[config.mk]
export PLATFORM = sky130hd
export DESIGN_NAME = demux1_to_8_reg
export DESIGN_NICKNAME = d
export VERILOG_FILES = /design/src/rtl/demux1_to_8_reg.sv
export SDC_FILE = /design/constraint.sdc
export NUM_CORES = 1
export LEC_CHECK = 0
export ABC_AREA = 1
export CORE_MARGIN = 4
export CORE_UTILIZATION = 49
export DETAILED_ROUTE_END_ITERATION = 8
export HOLD_SLACK_MARGIN = 0.06
export PLACE_DENSITY = 0.83
export SLEW_MARGIN = 20
export SYNTH_ARGS = -nofsm -noshare
export SYNTH_HDL_FRONTEND = slang
export SYNTH_SLANG_ARGS = --single-unit
[constraint.sdc]
create_clock -name clk -period 12.3 [get_ports clk]
set_input_delay 2.46 -clock clk [delete_from_list [all_inputs] [get_ports clk]]
set_output_delay 2.46 -clock clk [all_outputs]
set_load 0.01 [all_outputs]
[src/rtl/demux1_to_8_reg.sv]
// 1-to-8 registered demultiplexer with per-slot valid/ack handshake.
// A write lands in the slot chosen by {s2,s1,s0}; each slot is drained independently via out_ack.
module demux1_to_8_reg (
    input  logic        clk,
    input  logic        rst,
    input  logic [31:0] in_data,
    input  logic        s2,
    input  logic        s1,
    input  logic        s0,
    input  logic        in_valid,
    output logic        in_ready,
    output logic [31:0] a,
    output logic [31:0] b,
    output logic [31:0] c,
    output logic [31:0] d,
    output logic [31:0] e,
    output logic [31:0] f,
    output logic [31:0] g,
    output logic [31:0] h,
    output logic [7:0]  out_valid,
    input  logic [7:0]  out_ack,
    output logic [3:0]  count
);

    logic [2:0]  sel;
    logic        accept;
    logic        fill_empty;
    logic [7:0]  wr_mask;
    logic [7:0]  eff_ack;
    logic [3:0]  ack_cnt;
    logic [7:0]  valid_next;
    logic [3:0]  count_next;
    logic [31:0] slot [8];

    always_comb begin
        sel        = {s2, s1, s0};
        in_ready   = !out_valid[sel] || out_ack[sel];
        accept     = in_valid && in_ready && !rst;
        fill_empty = accept && !out_valid[sel];
        wr_mask    = accept ? (8'b1 << sel) : 8'b0;
        // An ack on the slot being refilled is absorbed by the write, so it never drops count.
        eff_ack    = out_ack & out_valid & ~wr_mask;
        ack_cnt    = 4'd0;
        for (int k = 0; k < 8; k++) begin
            ack_cnt = ack_cnt + 4'(eff_ack[k]);
        end
        valid_next = (out_valid & ~eff_ack) | wr_mask;
        count_next = count + 4'(fill_empty) - ack_cnt;
    end

    // NOTE: sequential state uses non-blocking assignments so every register samples pre-edge values.
    always_ff @(posedge clk or posedge rst) begin
        if (rst) begin
            out_valid <= 8'h00;
            count     <= 4'd0;
            // NOTE: the slot array is reset because cleared data is architecturally visible on a..h.
            for (int k = 0; k < 8; k++) begin
                slot[k] <= 32'h0;
            end
        end else begin
            out_valid <= valid_next;
            count     <= count_next;
            if (accept) begin
                slot[sel] <= in_data;
            end
        end
    end

    assign a = slot[0];
    assign b = slot[1];
    assign c = slot[2];
    assign d = slot[3];
    assign e = slot[4];
    assign f = slot[5];
    assign g = slot[6];
    assign h = slot[7];

    count_consistent : assert property (@(posedge clk) disable iff (rst)
        (count <= 4'd8) && (count == 4'($countones(out_valid))));

endmodule

* Word-level counts from Yosys, hierarchy flattened *
Cells that the tools add are included.

cells by class
  reductions and logical operators = 7
  multiply operators = 0
  shift-type cells = 1
  div/mod/pow operators = 0
  order comparisons = 3
  equality and inequality tests = 0
  add/subtract/negate cells = 9
  bitwise operators = 7
  muxes and demuxes = 8

operators with widths
  kind                 count
  $bwmux 256           1
  $demux 32 s3         1
  $mux 32              1
  $and 8x8->8          3
  $add 4x1->4          5
  $not 8->8            2
  $mux 8               1
  $or 8x8->8           1
  $shl 1x3->8 const A  1
  $bmux 1 s3           2
  $add 3x1->4          1
  $ge 4x4->1 const B   1
  $logic_and 1x1->1    4
  $lt 3x4->1 const B   1
  $lt 4x1->1 const B   1
  $not 3->4            1
  $sub 4x4->4          1
  $add 2x1->3          1
  $add 1x1->2          1
  $logic_not 1->1      2
  $mux 1               2
  $logic_or 1x1->1     1

storage, ports and cells
  bits in registers = 268
  memories = 0
  output and inout port bits = 269
  memory bits (writable) = 0
  ROM bits = 0
  bits in latches = 0
  input port bits = 46

* Depth between registers and ports, before layout *
Gate-level depths: netlist of the first run.

  word-level depth = 17
  gate-level depth with buffers = 25
  depth with buffers taken out = 23

* Worst setup path after synthesis of the first run *
No wires, ideal clock.

  path type = input port to flip-flop
  start = input s0
  end = register count[3]
  data required time = 12.175 ns
  stages = 21
  setup slack = 5.959 ns
  arrival time = 6.216 ns
  cell sequence = buf_4 > o21ai_0 > nand2_1 > nand2_1 > nand2_1 > nand2_1 > nand2_2 > buf_12 > nand3_4 > buf_4 > nand3_1 > fa_1 > fa_1 > inv_1 > fa_1 > fa_1 > inv_1 > ha_1 > ha_1 > xor2_1 > xnor2_1

on the way
  longest elaborated chain between the ends = 17

RTL lines
  item                            RTL line  RTL
  start, declared                 9         input logic s0,
  $bmux 1 s3                      37, 39
  $mux 1 (implied by the code)    37, 39
  $logic_not 1->1                 37, 39
  $logic_or 1x1->1                37        in_ready = !out_valid[sel] || out_ack[sel];
  $logic_and 1x1->1 (2 in a row)  38        accept = in_valid && in_ready && !rst;
  $mux 8                          40        wr_mask = accept ? (8'b1 << sel) : 8'b0;
  $not 8->8                       42        eff_ack = out_ack & out_valid & ~wr_mask;
  $and 8x8->8                     42
  $add 1x1->2                     45        ack_cnt = ack_cnt + 4'(eff_ack[k]);
  $add 2x1->3                     45
  $add 3x1->4                     45
  $add 4x1->4 (4 in a row)        45
  $sub 4x4->4 *                   48        count_next = count + 4'(fill_empty) - ack_cnt;
  via count_next[3]               32        logic [3:0] count_next;
  end signal, assigned            62        count <= count_next;
  end, declared                   22        output logic [3:0] count

The timed path passes the listed nets; every way through them passes the cells marked *. The select of a mux whose other input is x is not followed.
A chain may end at the register's enable or synchronous reset.

* Final worst setup path of the first run *
  start = input s2
  end = output in_ready

on the way
  longest elaborated chain between the ends = 4

RTL lines
  item                          RTL line  RTL
  start, declared               7         input logic s2,
  $bmux 1 s3                    37
  $mux 1 (implied by the code)  37
  $logic_not 1->1               37
  $logic_or 1x1->1 *            37
  end, declared                 11        output logic in_ready,

Mark *: on every way between the ends. The rest lies on a longest branch, timed or not. The select of a mux whose other input is x is not followed.

==> impl_results.md, run 1 <==
- Multi-input logic area: 4280 um^2
- Layout Skew: 0.0177 ns
- Worst r2r src: out_valid[4]
- Synthesis-to-finish area growth: 32.7%
- Synth cell types: 24
- Worst-skew pair later-pin latency: 0.52 ns
- Input/output buffers: approximately 310
- Pwr Total: 2870 uW
- Slowest Stage Delay on Critical Path: 0.94 ns
- Critical Path RT: 9.84 ns
- Die area: 26400 um^2
- Endpoints failing hold: 0
- Tot GR Track Use: 0.279
- Crit path max-delay cell type: buf_4
- Post-CTS sizing: 0
- DRT iter0 DRCs: ~1100
- Leakage: between 0.007 and 0.008 uW
- Post-Syn Area per Cell: 9.01 um^2
- # rows: 56
- WHS Path Cells: 2
- Power Density: 185 nW/um^2
- Multiplexer share of the synthesized area: 0
- Drt first pass iters: 5
- Die width: 163 um
- CP Launch Type: primary input
- Vias: 10500
- Design area: 15500 um^2
- Most used routing layer: met2
- Vias in the first global route: 10200
- F_max: roughly 0.11 GHz
- Mapped Cells: between 1000 and 1500
- Die H: roughly 160 um
- Initial Utilization: 0.499
- Sequential cell area: 6710 um^2
- R2R setup slack: 7.02 ns
- Nets: ~1600
- Crit Path Class: in2out
- Final slew viol count: 0
- Synth Area in Compound Gates: 0.00385
- Met2 Use GR: 0.441
- Clock transition at path regs: 0.06 ns
- First-pass GRT wire length: 58.4 mm
- CP cell instances: clkdlybuf4s50_1, clkinv_1, nand2_1, nand2_1, nand2_8, buf_4, clkdlybuf4s50_1
- Seq/Total Area, Yosys: 0.573
- Fin crit share: 0.731
- Final Core Density: 0.662
- Min-delay src: c[22]
- Fill count: about 1800
- Relative slew margins: 0.292
- Mapped cell area: around 12000 um^2
- DP HPWL: around 24 mm
- Max FO, Critical Path: 151
- Final wirelength: 37.5 mm
- Hold buffers post-CTS: 0
- CTS tree: done
- Least-Margin Pin Slew: 1.06 ns
- Maximum clock path buffer count: 3
- RSZ-0062 raised after global routing: false
- Run status: finished, final reports clean
- Worst Hold Path EP: c[22]
- DR vias/cell: 5.72
- Maximum VDD drop: 0.117 mV
- Combinational family with the most area after synthesis: simple AND/OR/NAND/NOR gates
- Largest net degree at the start of global routing: 152
- Number of synthesis warnings: 0
- Gpl congestion: 0.890
- Setup TNS: 0 ns
- Adder-Cell Fraction of Synth Area: 0.0177
- Routed WL per cell: 20.4 um
- DRT antenna net count: 0
- Placed Area: 14700 um^2
- Num CTS Buffers: 27
- Core footprint: 23500 um^2
- CP arrival: between 6 and 7 ns
- Synth Register Bits: 268
- Minimum clock period: 8.99 ns
- XOR/XNOR share of the synthesized area: 0.00224
- DRC viols: 0
- FF-to-FF path depth: 19
- Worst setup startpoint: s2
- Root buffer cell: clkbuf_16
- Met1 usage: 0.383
- Synth Net Count: ~1400
- GR met3 Demand/Resource: 0.0620
- CTS sink cnt: 268
- N_diodes: 0
- Post-synthesis simple-gate area fraction: 0.336
- CP Capture Type: output port
- Worst Hold Class: reg2reg
- Worst r2r dst: count[3]
- Max Cap Viol: 0
- Grt total ovfl: 0
- H-tree Lvls: 1
- Final setup fails: 0
- Share of cells above drive strength 1: 0.0407
- Top-Level Pins: 315
- Antenna violations before repair: 0
- Post-CTS setup buffers: 0
-- report_power, final --
part / leakage (uW) / switching [uW] / internal (uW)
combinational: 0.00373 / 410 / 438
clock: 0.000414 / 324 / 480
sequential: 0.00342 / 140 / 1080
-- worst max-delay path, delay by kind of cell --
kind	cells	cell delay (ns)
buffers and inverters	4	2.91
and+or+nand+nor	3	0.93
-- cell type report --
class	instances	share of cell area
multi-input combinational	865	0.276
clock inverter	5	0.00644
clock buffer	38	0.0481
timing repair buffer	320	0.206
sequential	268	0.432
tap	319	0.0257
inverter	26	0.00677
-- per-layer routing --
metal | up-vias | wire, um
met3 | 89 | 3730
met5 | - | 0
met1 | 5085 | 14700
met4 | 0 | 1360
met2 | 586 | 17700
li1 | 4771 | -
-- cell usage in the layout, fill, tap and decap left out --
cell and instances:
clkdlybuf4s50_1 314, nor3_1 1, nor2_4 9, nand2_8 1, inv_8 1, ha_1 7
fa_1 6, xor2_1 1, nor2_1 6, clkinv_1 1, inv_1 23, xnor2_1 2
inv_2 1, clkbuf_1 8, clkinv_2 2, nand2_4 1, clkbuf_16 27, o21ai_0 9
dfrtp_1 268, buf_4 5, buf_6 1, clkbuf_8 3, nand3_1 5, nand3_4 8
nand2_1 553, bufinv_16 3, nand4_1 256
-- cells by family after synthesis --
| group | count (synthesis) |
|---|---|
| simple gates | 840 |
| flops | 268 |
| buf+inv | 166 |
| fa+ha+maj | 13 |
| compound gates | 9 |
| xor+xnor | 3 |
-- stage by stage --
| step | hold slack, ns | worst slack (ns) | std cells |
|---|---|---|---|
| 2_1_floorplan | 0.506 | 2.46 | 1299 |
| 3_3_place_gp | 0.453 | 3.41 | 1798 |
| 3_5_place_dp | 0.457 | 3.40 | 1798 |
| 4_1_cts | 0.472 | 3.40 | 1841 |
| 5_1_grt | 0.482 | 3.06 | 1841 |
| 6_report | 0.468 | 3.31 | 1841 |
-- registers in the layout, indices dropped and copies added, names as in the netlist --
name / count
a: 32
b: 32
c: 32
count: 4
d: 32
e: 32
f: 32
g: 32
h: 32
out_valid: 8
-- Yosys cell counts, drive strengths merged --
cell / count / area (um^2)
buf: 62 / 397
clkbuf: 78 / 297
clkinv: 1 / 3.75
dfrtp: 268 / 6710
fa: 6 / 120
ha: 7 / 87.6
inv: 25 / 93.8
nand2: 555 / 2090
nand3: 13 / 165
nand4: 256 / 1600
nor2: 15 / 66.3
nor3: 1 / 5.00
o21ai: 9 / 45.0
xnor2: 2 / 17.5
xor2: 1 / 8.76
-- worst max-delay path by stage --
stage / end / slack, ns / depth (start not counted)
after CTS: in_ready / 3.40 / 7
after detailed placement: in_ready / 3.40 / 7
final: in_ready / 3.31 / 7
after global placement: in_ready / 3.41 / 7
after global routing: in_ready / 3.06 / 7
after floorplan: a[0] / 2.46 / 1
No activity file was read; power rests on OpenSTA's default activity.
==> run 2, diff against run 1 <==
clock period = 8.3 ns   (was 12.3 ns; I/O delays follow)
==> run 2 against run 1 <==
Register-to-register slack got worse by 3.7 ns. Clock-buffer cell count fell by 1. First-iteration DRC count fell by 11%. Final cell count rose by 0.65%. Largest power group unchanged.
==> impl_results.md, run 2 (same netlist as run 1, synthesis figures left out) <==
- Met2 Use GR: 0.459
- Endpoints failing hold: 0
- Grt total ovfl: 0
- Gpl congestion: 0.897
- DP HPWL: 24.8 mm
- Die H: 163 um
- WHS Path Cells: 2
- Antenna violations before repair: 0
- # rows: 56
- Final setup fails: 0
- Vias in the first global route: between 10000 and 15000
- DRC viols: 0
- Least-Margin Pin Slew: 1.01 ns
- Placement Setup Slack: just over 1 ns
- Final WS setup: 1.31 ns
- Final wirelength: 38.8 mm
- DRT iter0 DRCs: 936
- Maximum clock path buffer count: 3
- Drt first pass iters: 5
- CTS sink cnt: 268
- Tot GR Track Use: 0.289
- Post-CTS sizing: 0
- Met1 usage: 0.403
- Critical Path RT: 6.64 ns
- DR vias/cell: 5.81
- Initial Utilization: 0.499
- Final slew viol count: 0
- Largest net degree at the start of global routing: 167
- Routed WL per cell: around 21 um
- CP Capture Type: output port
- RSZ-0062 raised after global routing: false
- Share of cells above drive strength 1: 0.0515
- Run status: finished, final reports clean
- Multi-input logic area: 4280 um^2
- CP arrival: 5.33 ns
- Vias: 10800
- CTS tree: done
- Crit Path Class: in2out
- Fin crit share: 0.842
- Post-CTS setup buffers: 0
- Root buffer cell: clkbuf_16
- Crit path max-delay cell type: clkdlybuf4s50_1
- Max Cap Viol: 0
- Slowest Stage Delay on Critical Path: 0.83 ns
- Relative slew margins: 0.327
- H-tree Lvls: 1
- Hold buffers post-CTS: 0
- Core footprint: 23500 um^2
- Die area: 26400 um^2
- Input/output buffers: 314
- Sequential cell area: approximately 6700 um^2
- F_max: 0.143 GHz
- Most used routing layer: met2
- Nets: 1576
- CP Launch Type: primary input
- Max FO, Critical Path: 91
- Commonest non-fill, non-tap cell in the layout: nand2_1
- DRT antenna net count: 0
- Top-Level Pins: 315
- Leakage: 0.00764 uW
- Num CTS Buffers: 28
- CP cell instances: clkdlybuf4s50_1, clkinv_1, nand2_1, nand2_1, nand2_8, buf_4, clkdlybuf4s50_1
- Die width: approximately 160 um
- Minimum clock period: around 7 ns
- Maximum VDD drop: 0.168 mV
- Final Core Density: 0.668
- FF-to-FF path depth: 19
- Power Density: about 280 nW/um^2
- First-pass GRT wire length: about 61 mm
- Worst Hold Class: reg2reg
- Synthesis-to-finish area growth: 33.8%
- Most frequent cells in the layout: nand2_1 (553), clkdlybuf4s50_1 (314), dfrtp_1 (268), nand4_1 (256), clkbuf_16 (29)
- Clock transition at path regs: ~0.06 ns
- N_diodes: 0
- GR met3 Demand/Resource: 0.0478
- Layout Skew: ~0.012 ns
- Fill count: 1832
- Setup TNS: 0 ns
- Worst-skew pair later-pin latency: approximately 0.53 ns
==> run 2: area by class of cell <==
class,count,area share
Multi-Input combinational cell,865,0.273
Clock buffer,37,0.0514
Sequential cell,268,0.428
Clock inverter,10,0.00727
Inverter,26,0.00647
Tap cell,319,0.0255
Timing Repair Buffer,328,0.208
==> run 2: final timing paths <==
| kind | start | endpoint | slack [ns] |
|---|---|---|---|
| setup / recovery | s2 | in_ready | 1.31 |
| hold / removal | e[10] | e[10] | 0.47 |
| setup reg to reg | out_valid[4] | count[3] | 3.36 |
| hold reg to reg | e[10] | e[10] | 0.47 |
| max in group asynchronous | rst | g[28] | 5.24 |
| min in group asynchronous | rst | out_valid[2] | 1.70 |
==> run 2: critical path, delay by kind of cell <==
family | cells | cell delay, ns
and+or+nand+nor | 3 | 0.80
buffers and inverters | 4 | 2.79
==> run 2: where the power goes <==
group | leakage (uW) | switching (uW) | total [uW] | internal [uW]
sequential | 0.00342 | 207 | 1810 | 1600
clock | 0.000459 | 509 | 1250 | 742
combinational | 0.00377 | 619 | 1270 | 652
==> run 2: layer usage <==
layer | wire (um) | vias up
li1 | - | 4790
met1 | 15400 | 5271
met2 | 18500 | 608
met3 | 3390 | 94
met4 | 1520 | 0
met5 | 0 | -
==> run 2: stage by stage <==
step	instance area, um^2	total power (uW)	hold slack (ns)	cells
floorplan	11700	2280	0.506	1299
global placement	14700	3060	0.453	1806
detailed placement	14700	3100	0.458	1806
CTS	15700	4360	0.473	1853
global route	15700	4540	0.485	1853
finish	15700	4330	0.471	1853
